==> config.mk <==
export PLATFORM = sky130hd
export DESIGN_NAME = mem_port_arbiter
export DESIGN_NICKNAME = d
export VERILOG_FILES = /design/src/rtl/mem_port_arbiter.sv
export SDC_FILE = /design/constraint.sdc
export NUM_CORES = 1
export LEC_CHECK = 0
export ABC_AREA = 1
export CORE_MARGIN = 2
export CORE_UTILIZATION = 37
export DETAILED_ROUTE_END_ITERATION = 8
export PLACE_DENSITY_LB_ADDON = 0.25
export SLEW_MARGIN = 30
export SYNTH_ARGS = -nofsm -noshare
export SYNTH_HDL_FRONTEND = slang
export SYNTH_SLANG_ARGS = --single-unit
export TNS_END_PERCENT = 20
==> constraint.sdc <==
create_clock -name clk -period 2.4 [get_ports clk]
set_input_delay 0.36 -clock clk [delete_from_list [all_inputs] [get_ports clk]]
set_output_delay 0.36 -clock clk [all_outputs]
set_load 0.005 [all_outputs]
==> src/rtl/mem_port_arbiter.sv <==
// -----------------------------------------------------------------------------
// mem_port_arbiter
//
// Shares one registered data-memory port between NREQ bus masters
// (index 0 = CPU LSU, 1 = crypto accel, 2 = FFT accel).
//
// Arbitration is round-robin.  A requester that sets req_lock on a granted
// request keeps the port for its following requests (read-modify-write
// sequences) until it drops the lock, goes idle, or has taken LOCK_MAX
// consecutive grants, at which point one normal round-robin scan is forced.
//
// Handshake: a requester raises req_valid[i] with stable req_* fields and
// holds them until req_ready[i] is high in the same cycle; the request is
// transferred on that clock edge.  req_ready is combinational, one-hot, and
// asserted for at most one requester per cycle.  Reads are answered with a
// single-cycle rsp_valid[i] pulse two cycles after the grant; writes get no
// response.
//
// Ports
//   clk, rst_n                 clock, asynchronous active-low reset
//   req_valid/write/lock       per-requester request flags (NREQ bits)
//   req_addr / req_wdata       flattened, requester i at [i*AW +: AW] / [i*DW +: DW]
//   req_ready                  one-hot grant, combinational
//   rsp_valid / rsp_rdata      one-hot read strobe, shared read data
//   mem_valid/write/addr/wdata registered memory request
//   mem_rdata                  memory read data, valid the cycle after a read
// -----------------------------------------------------------------------------
module mem_port_arbiter #(
  parameter int NREQ     = 3,
  parameter int AW       = 19,
  parameter int DW       = 19,
  parameter int LOCK_MAX = 8
) (
  input  logic               clk,
  input  logic               rst_n,
  input  logic [NREQ-1:0]    req_valid,
  input  logic [NREQ-1:0]    req_write,
  input  logic [NREQ-1:0]    req_lock,
  input  logic [NREQ*AW-1:0] req_addr,
  input  logic [NREQ*DW-1:0] req_wdata,
  output logic [NREQ-1:0]    req_ready,
  output logic [NREQ-1:0]    rsp_valid,
  output logic [DW-1:0]      rsp_rdata,
  output logic               mem_valid,
  output logic               mem_write,
  output logic [AW-1:0]      mem_addr,
  output logic [DW-1:0]      mem_wdata,
  input  logic [DW-1:0]      mem_rdata
);

  localparam int IW = (NREQ > 1) ? $clog2(NREQ) : 1;
  localparam int CW = $clog2(LOCK_MAX + 1);
  localparam logic [CW-1:0] CNT_MAX = CW'(LOCK_MAX);
  localparam logic [IW-1:0] LAST_ID = IW'(NREQ - 1);

  // arbitration state
  logic [IW-1:0] rr_ptr;
  logic          lock_held;
  logic [IW-1:0] lock_owner;
  logic [CW-1:0] lock_cnt;

  // response tracking: id of the request on the memory port, and the
  // read whose data is on mem_rdata this cycle
  logic [IW-1:0] mem_id;
  logic          rsp_pend;
  logic [IW-1:0] rsp_id;

  // combinational arbitration results
  logic          grant;
  logic [IW-1:0] winner;
  logic [IW-1:0] scan_idx;
  logic          lock_expired;
  logic          lock_hit;
  logic [IW-1:0] rr_next;
  logic          lock_held_n;
  logic [IW-1:0] lock_owner_n;
  logic [CW-1:0] lock_cnt_n;

  // Winner select.  The round-robin scan runs from the far end back to
  // rr_ptr so the requester closest to rr_ptr is written last and wins.
  always_comb begin
    grant        = 1'b0;
    winner       = '0;
    scan_idx     = '0;
    lock_expired = lock_held && (lock_cnt == CNT_MAX);
    lock_hit     = lock_held && req_valid[lock_owner] && !lock_expired;
    if (lock_hit) begin
      grant  = 1'b1;
      winner = lock_owner;
    end else begin
      for (int k = NREQ - 1; k >= 0; k--) begin
        scan_idx = IW'((int'(rr_ptr) + k) % NREQ);
        if (req_valid[scan_idx]) begin
          grant  = 1'b1;
          winner = scan_idx;
        end
      end
    end
  end

  always_comb begin
    req_ready = '0;
    if (grant) req_ready[winner] = 1'b1;
  end

  assign rr_next = (winner == LAST_ID) ? '0 : winner + 1'b1;

  // Lock bookkeeping.  An idle owner loses the lock; a grant then decides
  // the final state.  The grant that follows an exhausted lock budget
  // clears the count, so an owner that wins that scan starts afresh.
  always_comb begin
    lock_held_n  = lock_held;
    lock_owner_n = lock_owner;
    lock_cnt_n   = lock_cnt;
    if (lock_held && !req_valid[lock_owner]) begin
      lock_held_n = 1'b0;
      lock_cnt_n  = '0;
    end
    if (grant) begin
      if (lock_expired && (winner == lock_owner)) begin
        lock_held_n = 1'b0;
        lock_cnt_n  = '0;
      end else if (req_lock[winner]) begin
        lock_held_n  = 1'b1;
        lock_owner_n = winner;
        lock_cnt_n   = (lock_held && (lock_owner == winner)) ? lock_cnt + 1'b1 : CW'(1);
      end else begin
        lock_held_n = 1'b0;
        lock_cnt_n  = '0;
      end
    end
  end

  always_ff @(posedge clk or negedge rst_n) begin
    if (!rst_n) begin
      rr_ptr     <= '0;
      lock_held  <= 1'b0;
      lock_owner <= '0;
      lock_cnt   <= '0;
      mem_valid  <= 1'b0;
      mem_write  <= 1'b0;
      mem_addr   <= '0;
      mem_wdata  <= '0;
      mem_id     <= '0;
      rsp_pend   <= 1'b0;
      rsp_id     <= '0;
    end else begin
      lock_held  <= lock_held_n;
      lock_owner <= lock_owner_n;
      lock_cnt   <= lock_cnt_n;
      mem_valid  <= grant;
      if (grant) begin
        rr_ptr    <= rr_next;
        mem_write <= req_write[winner];
        mem_addr  <= req_addr[winner*AW +: AW];
        mem_wdata <= req_wdata[winner*DW +: DW];
        mem_id    <= winner;
      end
      // memory answers a read one cycle after it sits on the port
      rsp_pend <= mem_valid && !mem_write;
      rsp_id   <= mem_id;
    end
  end

  always_comb begin
    rsp_valid = '0;
    if (rsp_pend) rsp_valid[rsp_id] = 1'b1;
  end

  assign rsp_rdata = mem_rdata;

endmodule

### After elaboration in Yosys (flattened, before gate mapping)

Cells that the tools add are included.

* word-level logic and storage cells: 84
* input bits: 144
* memories: 0
* memory bits (read-only): 0
* output and inout port bits: 65
* bits in latches: 0
* memory bits (writable): 0
* register bits after elaboration: 54

* shift-type cells: 2
* mux-type cells: 36
* $mul: 1
* reductions and logical operators: 14
* add/sub/neg operators: 4
* magnitude comparators: 8
* divide/modulo/power cells: 3
* eq/ne operators: 4
* bitwise gates (word level): 1

Operators with widths (count)
* $shiftx A57 B8 Y19: 2
* $mod A32 B3 Y32 const B: 2
* $mod A3 B3 Y32 const B: 1
* $mux W4: 5
* $lt A2 B3 Y1 const B: 6
* $mux W1: 16
* $bmux W1 S2: 6
* $mux W2: 5
* $logic_and A1 B1 Y1: 9
* $mul A2 B5 Y7 const B: 1
* $mux W3: 2
* $add A4 B1 Y4 const B: 1
* $demux W1 S2: 2
* $eq A2 B2 Y1: 2
* $eq A4 B4 Y1 const B: 1
* $ge A2 B1 Y1 const B: 2
* $add A2 B1 Y3 const B: 1
* $add A2 B2 Y3 const B: 1
* $logic_not A1 Y1: 3
* $reduce_and A3 Y1: 1
* $add A2 B1 Y2 const B: 1
* $eq A2 B2 Y1 const B: 1
* $reduce_bool A2 Y1: 1
* $not A1 Y1: 1

### Longest topological paths before layout

* depth in word-level cells: 14
* depth in mapped cells: 16

### Worst setup path before layout

Ideal clock, no wire load.

* path type: reg-to-reg
* start: register rr_ptr[0]
* end: register mem_addr[10]
* arrival time: 1.867 ns
* library setup time: 0.128 ns
* cell stages (with the launch flop): 15
* path slack: 0.405 ns
* path buffers: 2
* cell sequence: dfrtp_1 inv_1 ha_1 inv_1 nand2_1 nand3_1 nand2_1 nor3_1 nand2_1 nand2_2 inv_2 buf_6 buf_6 o211ai_2 nand3_1

* elaborated cells on any way between the ends: 21
* those cells by class: add/sub: 2; mul: 1; div: 3; shift: 1; mux: 14

RTL lines
* start, declared: line 57 `logic [IW-1:0] rr_ptr;`
* start signal, assigned: line 153 `rr_ptr <= rr_next;`
* $add A2 B2 Y3: line 92 `scan_idx = IW'((int'(rr_ptr) + k) % NREQ);`
* $mod A32 B3 Y32: line 92
* $bmux W1 S2: line 93 `if (req_valid[scan_idx]) begin`
* $mux W1 (implied by the code): line 93
* $mux W1 (2 in series): line 93
* $mux W1 *: line 93
* $mux W1 *: line 87 `if (lock_hit) begin`
* via grant: line 69 `logic grant;`
* end signal, assigned: line 155 `mem_addr <= req_addr[winner*AW +: AW];`
* end, declared: line 46 `output logic [AW-1:0] mem_addr,`

Mark *: on every way through the listed nets, which the timed path passes. The rest lies on a longest branch. The select of a mux whose other input is x is not followed.
A chain may end at the register's enable or synchronous reset.

### Final worst setup path

* start: register rr_ptr[1]
* end: output req_ready[0]

* longest elaborated chain between the ends: 13
* elaborated cells on any way between the ends: 25
* those cells by class: add/sub: 2; div: 3; order compare: 2; mux: 17; reduce/logical: 1

Ends and longest elaborated chain
* $add A2 B2 Y3: line 92
* $mod A32 B3 Y32: line 92
* $bmux W1 S2: line 93
* $mux W1 (implied by the code): line 93
* $mux W2 (3 in series): line 93
* $mux W2: line 87
* $lt A2 B3 Y1 (implied by the code) / $ge A2 B1 Y1 (equally long branches): line 103 `if (grant) req_ready[winner] = 1'b1;`
* $logic_and A1 B1 Y1 (implied by the code): line 103
* $mux W1 (implied by the code): line 103
* $demux W1 S2: line 103
* $mux W3 *: line 103
* end, declared: line 41 `output logic [NREQ-1:0] req_ready,`

Every way passes the cells marked *; elsewhere a longest branch is shown, timed or not. The select of a mux whose other input is x is not followed.

==> impl_results.md <==
* Vias per inst at ~5
* CTS buffer count at 5
* Final ANT Viol Nets at 0
* GRT Resource Usage Total at around a fifth
* TNS Setup at 0 ps
* Endpoints failing hold at 0
* Slew Limit Fails at 0
* Ys async rst share at 100%
* Area share of the largest cell type after synthesis at between 40% and 50%
* Area growth syn-to-layout at 61.5%
* Setup-failing EPs final at 0
* Max-cap violations at 0
* # IOs at 209
* Worst skew pair latency at 310 ps
* Synthesized instance count at 408
* Post-synth EDFFs at 0
* Clk root buf: clkbuf_8
* LEAKAGE at 2.30 nW
* Die height at 98.0 microns
* Avg Inst Size Synth at 8.02 sq um
* RSZ-0062 raised after global routing: yes
* Initial Util at a little under two fifths
* Largest net degree at the start of global routing at 42
* Die area at slightly below 10,000 sq um
* Critical Path Fanout Max at 5
* Synthesized area at roughly 3300 sq um
* Dpl hpwl at about 7600 microns
* Clock skew at between 9 and 10 ps
* Area leader, netlist: dfrtp_1
* Count leader, synth: nand2_1
* Antenna violations before repair at 0
* Pwr Density at ~1500 nW/um^2
* Clk sinks at 54
* Max VDD drop at between 0.6 and 0.7 mV
* Final period util at 99.7%
* Initial drt markers at 166
* FF-to-FF setup slack at about 70 ps
* Register area share after synthesis at between 40 and 50%
* Design Area, Final at roughly 5300 sq um
* Leading post-synthesis cells by cell area: dfrtp_1, nand2_1, nand3_1
* Core ar. at 8640 sq um
* CTS HTree Levels at 2
* Rel. slew slack at 56.5%
* Num rows at 34
* Die Width at ~98 microns
* Vias at 3,366
* Outcome: finished clean
* Total grt overflow at 0
* Crit end category: output port
* Required @ worst endpoint at between 2000 and 2500 ps
* Final nets at 719
* Register bit total from synthesis at 54
* Post-synthesis cell type count at 25
* Number of diodes at 0
* Hold crit path type: in2async
* Crit Path Class: reg2out
* DP Area at 5070 sq um
* CTS tree: done
* Final WL at between 9000 and 10,000 microns
* Routability Congestion at approximately 0.94
* Worst EP arrival at 2030 ps
* Ratio of cells with drive above 1 in the final layout at between 10% and 20%
* # hold bufs at CTS at 0
* Warnings, synthesis at 0
* Vias in the first global route at 3,498
* Synth top cells by count: nand2_1, dfrtp_1, nand3_1, or2_2, o211ai_1
* Detailed Routing Iterations Pass 1 at 4
* Register clock-pin slew on the reported worst setup and hold paths at 110 ps
* Wire per inst at roughly 14 microns
* Reg2Reg Capture Point: mem_write$_DFFE_PN0P_
* DRC viols at 0
* R2R depth at 15
* Final worst path period need at around 2400 ps
* FF-to-FF Start: rr_ptr[0]$_DFFE_PN0P_
* Setup crit start kind: register
* Slew @ Worst Pin at about 650 ps
* Syn Nets at around 560
* Main synth FF type: dfrtp_1
* Global-route wire length before repair at around 16,000 microns
* Achievable Freq at 418 MHz
* Clock buffer depth at 2
* IO Port Bufs at 170
-- area by class of cell --
| class | instances | area, sq um |
|---|---|---|
| clock buffers | 5 | 68.8 |
| clock inverters | 3 | 48.8 |
| fillers | 768 | 3350 |
| inverters | 24 | 92.6 |
| multi-input cells | 291 | 1630 |
| flip-flops and latches | 54 | 1350 |
| well taps | 108 | 135 |
| repair buffers | 195 | 1950 |
-- state kept, by name (all words and copies together) (netlist names), 2 cells and up --
register	flops
lock_owner	2
mem_id	2
mem_addr	19
lock_cnt	4
mem_wdata	19
rsp_id	2
rr_ptr	2
-- repair_timing --
| item | in CTS | in global routing |
|---|---|---|
| endpoints found under the setup margin | 3 | 4 |
| pin swaps | 2 | 4 |
| setup buffers | 3 | 3 |
| gates resized for setup | 11 | 3 |
-- worst max-delay path by stage --
stage / from / endpoint / cells after the start
6_report: rr_ptr[1]$_DFFE_PN0P_ / req_ready[0] / 12
5_1_grt: rr_ptr[0]$_DFFE_PN0P_ / req_ready[0] / 11
4_1_cts: rr_ptr[1]$_DFFE_PN0P_ / req_ready[1] / 11
3_5_place_dp: req_valid[1] / req_ready[0] / 12
3_3_place_gp: req_valid[1] / req_ready[0] / 12
2_1_floorplan: rr_ptr[0]$_DFFE_PN0P_ / mem_addr[10]$_DFFE_PN0P_ / 14
-- kinds of logic after synthesis --
kind of cell             after synthesis  share of synthesized area, %
AND/OR/NAND/NOR                      234                          34.0
buffers and inverters                 63                          10.1
flip-flops                            54                          41.3
AO/OA/AOI/OAI                         51                          12.5
adder cells (fa/ha/maj)                4                          1.53
XOR/XNOR                               2                         0.536
-- routing by layer --
metal  wire [microns]  global-route usage (%)  vias to the layer above  part of all wire (%)
met5                0                       0                        -                     0
met4              243                    6.84                        0                   2.5
met3              721                    5.65                       24                   7.3
met2             4970                    37.1                      127                    51
met1             3880                    24.3                     1556                    40
li1                 -                       -                     1659                     -
-- cells in the final DEF (no fill, tap or decap), types with 2 or more instances in the layout --
master	Yosys	layout
buf_12	0	5
buf_4	19	19
clkbuf_8	0	5
clkdlybuf4s50_1	0	166
dfrtp_1	54	53
dlygate4sd2_1	0	2
ha_1	4	2
ha_4	0	2
inv_1	19	17
inv_2	5	6
nand2_1	116	115
nand2_2	3	3
nand3_1	54	53
nand3_2	4	5
nand4_1	4	4
nor2_1	8	8
nor3_1	3	3
o211ai_1	29	29
o211ai_2	10	10
o21ai_0	9	9
o22ai_1	2	2
or2_2	39	39
xor2_1	2	2
-- critical path: stages (launching register included) --
cell and delay [ps]:
dfrtp_2 460, ha_4 270, inv_4 70, nand2_1 50, nand3_1 100, nand2_1 70
nand2_1 90, nand3_2 110, o21ai_4 90, inv_2 60, nand2_2 70, nor2_1 40
dlygate4sd2_1 250
-- per-stage QoR --
| stage | power (W) | hold slack (ps) | utilization, % | worst slack [ps] | instances |
|---|---|---|---|---|---|
| detailed placement | 0.00695 | 363 | 58.8 | -139 | 666 |
| global placement | 0.00680 | 361 | 58.8 | -106 | 666 |
| CTS | 0.00772 | 88.9 | 60.8 | -140 | 677 |
| global route | 0.00843 | 112 | 61.2 | -146 | 680 |
| finish | 0.00770 | 66.3 | 61.2 | 6.51 | 680 |
| floorplan | 0.00472 | 64.4 | - | 405 | 408 |
-- power by group --
group | leakage, nW | switching (W) | internal (W)
clock network | 0.0563 | 0.000316 | 0.000318
registers | 0.643 | 0.000276 | 0.00142
logic | 1.60 | 0.00272 | 0.00265
total | 2.30 | 0.00331 | 0.00439
No activity file was read; power rests on OpenSTA's default activity.
==> edit (same settings) <==
Set the parameter `LOCK_MAX` to 4 (it was 8).
--- a/src/rtl/mem_port_arbiter.sv
+++ b/src/rtl/mem_port_arbiter.sv
@@ -30,5 +30,5 @@
   parameter int AW       = 19,
   parameter int DW       = 19,
-  parameter int LOCK_MAX = 8
+  parameter int LOCK_MAX = 4
 ) (
   input  logic               clk,
Check against the original RTL: no difference found for any inputs over 4 cycles, from zero or initial values and one cycle with rst_n low; that may be too few to reach the edited logic, so the function may still have changed.
==> edit against the original RTL <==
The run now ends with setup timing left. Routed wire length rose by 7.2%. Clock power shrank 22%. Non-clock buffer count rose by 3. Sequential cell count decreased by 1. Cell area rose by 0.45%. Global-route usage grew 0.62 points. Setup slack worse by 0.044 ns. Power grew 7.6%. Clock skew shrank 0.0052 ns. Via count is 0.36% higher. First-iteration DRC count rose by 39%. Area after synthesis increased by 1.1%.
==> edit: results (changes against the original RTL) <==
stage,metric,value,unit,change
global_routing,grt_pass1_vias,3519,,+0.60%
sta,finalClockSkew,0.004763,ns,-0.005210 ns
place,place.gp.congestion,1.015,,+8.4%
setup_path,slowest_stage,dfrtp_1,,
global_routing,grt_max_degree,41,,-2.4%
route,drt-total-wl,10.53,mm,+7.2%
global_routing,antenna_found_initial,0,,unchanged
finish,drive_gt1_share,15.03,%,-3.1 points
synthesis,yosysSeqAreaShare,40.12,%,-1.2 points
synthesis,synthTopCellsByArea,"dfrtp_1, nand2_1, nand3_1",,
place,io_buffers,170,,unchanged
cts,worstSkewPairLatency,0.30,ns,
cts,clockBufferDepth,2,,unchanged
route,viasPerCell,4.968,,+0.36%
route,drt_iter0_drc,230,,+39%
synthesis,ys_types,33,,+32%
sta,setup_ws,-0.03745,ns,-0.04396 ns
cts,numCtsBuffers,5,,unchanged
cts,h-tree-depth,2,,unchanged
outcome,violations,setup timing,,
outcome,outcome,"complete, but fails checks",,
sta,fin_crit,2.437,ns,+0.04396 ns
cts,path_clk_slew,0.09,ns,-0.02 ns
min_path,worstHoldPathType,reg -> reg,,
finish,fill_cells,786,,+2.3%
setup_path,critPathArrivalTime,2.08,ns,+0.05 ns
sta,worstMarginPinSlew,0.4746,ns,-0.1777 ns
route,first_pass_iters,4,,unchanged
finish,diodes,0,,unchanged
place,hpwl,7.801,mm,+2.6%
synthesis,syn-num-nets,553,,-0.54%
sta,finalSetupViolCount,1,,+1
setup_path,cp_max_fo,5,,unchanged
power_and_ir_drop,vdd_drop_max,645.0,µV,+3.0%
cts,root_buffer,clkbuf_8,,
finish,reg.largest.list,"mem_addr: 19 flops, mem_wdata: 19 flops, lock_cnt: 3 flops",,
global_routing,grt_pass1_wl,17.05,mm,+3.6%
synthesis,synth_warnings,0,,unchanged
place,placed_area,0.005081,mm²,+0.15%
synthesis,synth-async-reset-ratio,100.0,%,unchanged
power_and_ir_drop,p_leak,0.002295,µW,-0.17%
synthesis,yosys-top-cells-count,"nand2_1, dfrtp_1, nand3_1",,
synthesis,synth_ff_type,dfrtp_1,,
setup_path,slowest_delay,0.43,ns,-0.03 ns
global_routing,grtUsageTotal,21.47,%,+0.62 points
finish,nNetsFinal,719,,unchanged
edit: what timing repair did:
action,4_1_cts,5_1_grt
hold buffers,1,0
pin swaps,1,6
resized for setup,13,10
setup endpoints to repair,3,18
buffers inserted,2,5
endpoints found under the hold margin,16,0
edit: power breakdown:
| group | switching [µW] | internal (µW) |
|---|---|---|
| registers | 268 | 1420 |
| clock network | 286 | 207 |
| logic | 3200 | 2900 |
| total | 3750 | 4520 |
edit: worst max-delay path: cells and delay by family (launching register included):
kind / cells / cell delay (ns)
adders and majority gates: 1 / 0.30
buffers and inverters: 2 / 0.29
DFF: 1 / 0.43
and+or+nand+nor: 9 / 0.75
edit: per-layer routing:
layer | up-vias | track usage (%) | wire length (µm)
li1 | 1652 | - | -
met1 | 1566 | 26.80 | 4258
met2 | 143 | 38.10 | 5344
met3 | 17 | 4.255 | 784
met4 | 0 | 5.479 | 138
met5 | - | 0 | 0
edit: final timing paths:
path	from	end	slack, ns	cells after the start
worst max-delay path	rr_ptr[1]$_DFFE_PN0P_	req_ready[0]	-0.04	12
worst min-delay path	mem_id[0]$_DFFE_PN0P_	rsp_id[0]$_DFF_PN0_	0.39	0
worst max register to register	rr_ptr[0]$_DFFE_PN0P_	mem_addr[2]$_DFFE_PN0P_	0.06	16
worst min register to register	mem_id[0]$_DFFE_PN0P_	rsp_id[0]$_DFF_PN0_	0.39	0
max in group asynchronous	rst_n	mem_id[0]$_DFFE_PN0P_	1.27	3
min in group asynchronous	rst_n	mem_addr[7]$_DFFE_PN0P_	0.51	2
edit: cell families (layout without fill, tap and decap cells):
logic type	count (synthesis)	count (layout)	share of synthesized area [%]
compound gates	50	50	12.41
xor+xnor	1	1	0.2650
buf+inv	64	231	10.60
simple gates	233	233	35.09
fa+ha+maj	4	4	1.514
flops	53	53	40.12
edit: stage by stage:
| step | setup slack (ns) | TNS, ns | instances | hold slack (ns) |
|---|---|---|---|---|
| after floorplan | 0.4903 | 0 | 405 | 0.06441 |
| after global placement | -0.06505 | -0.1004 | 664 | 0.3147 |
| after detailed placement | -0.1312 | -2.836 | 664 | 0.3198 |
| after CTS | -0.1064 | -0.1064 | 675 | 0.3868 |
| after global routing | -0.1525 | -0.5887 | 680 | 0.3908 |
| final | -0.03745 | -0.03745 | 680 | 0.3878 |
edit: cell type report:
class,count,area (µm²),area share (%)
well taps,108,135.1,2.547
clock inverters,1,7.507,0.1415
repair buffers,198,1976,37.24
flip-flops and latches,53,1326,25.00
multi-input cells,288,1688,31.82
clock buffers,7,76.32,1.439
inverters,25,96.34,1.816
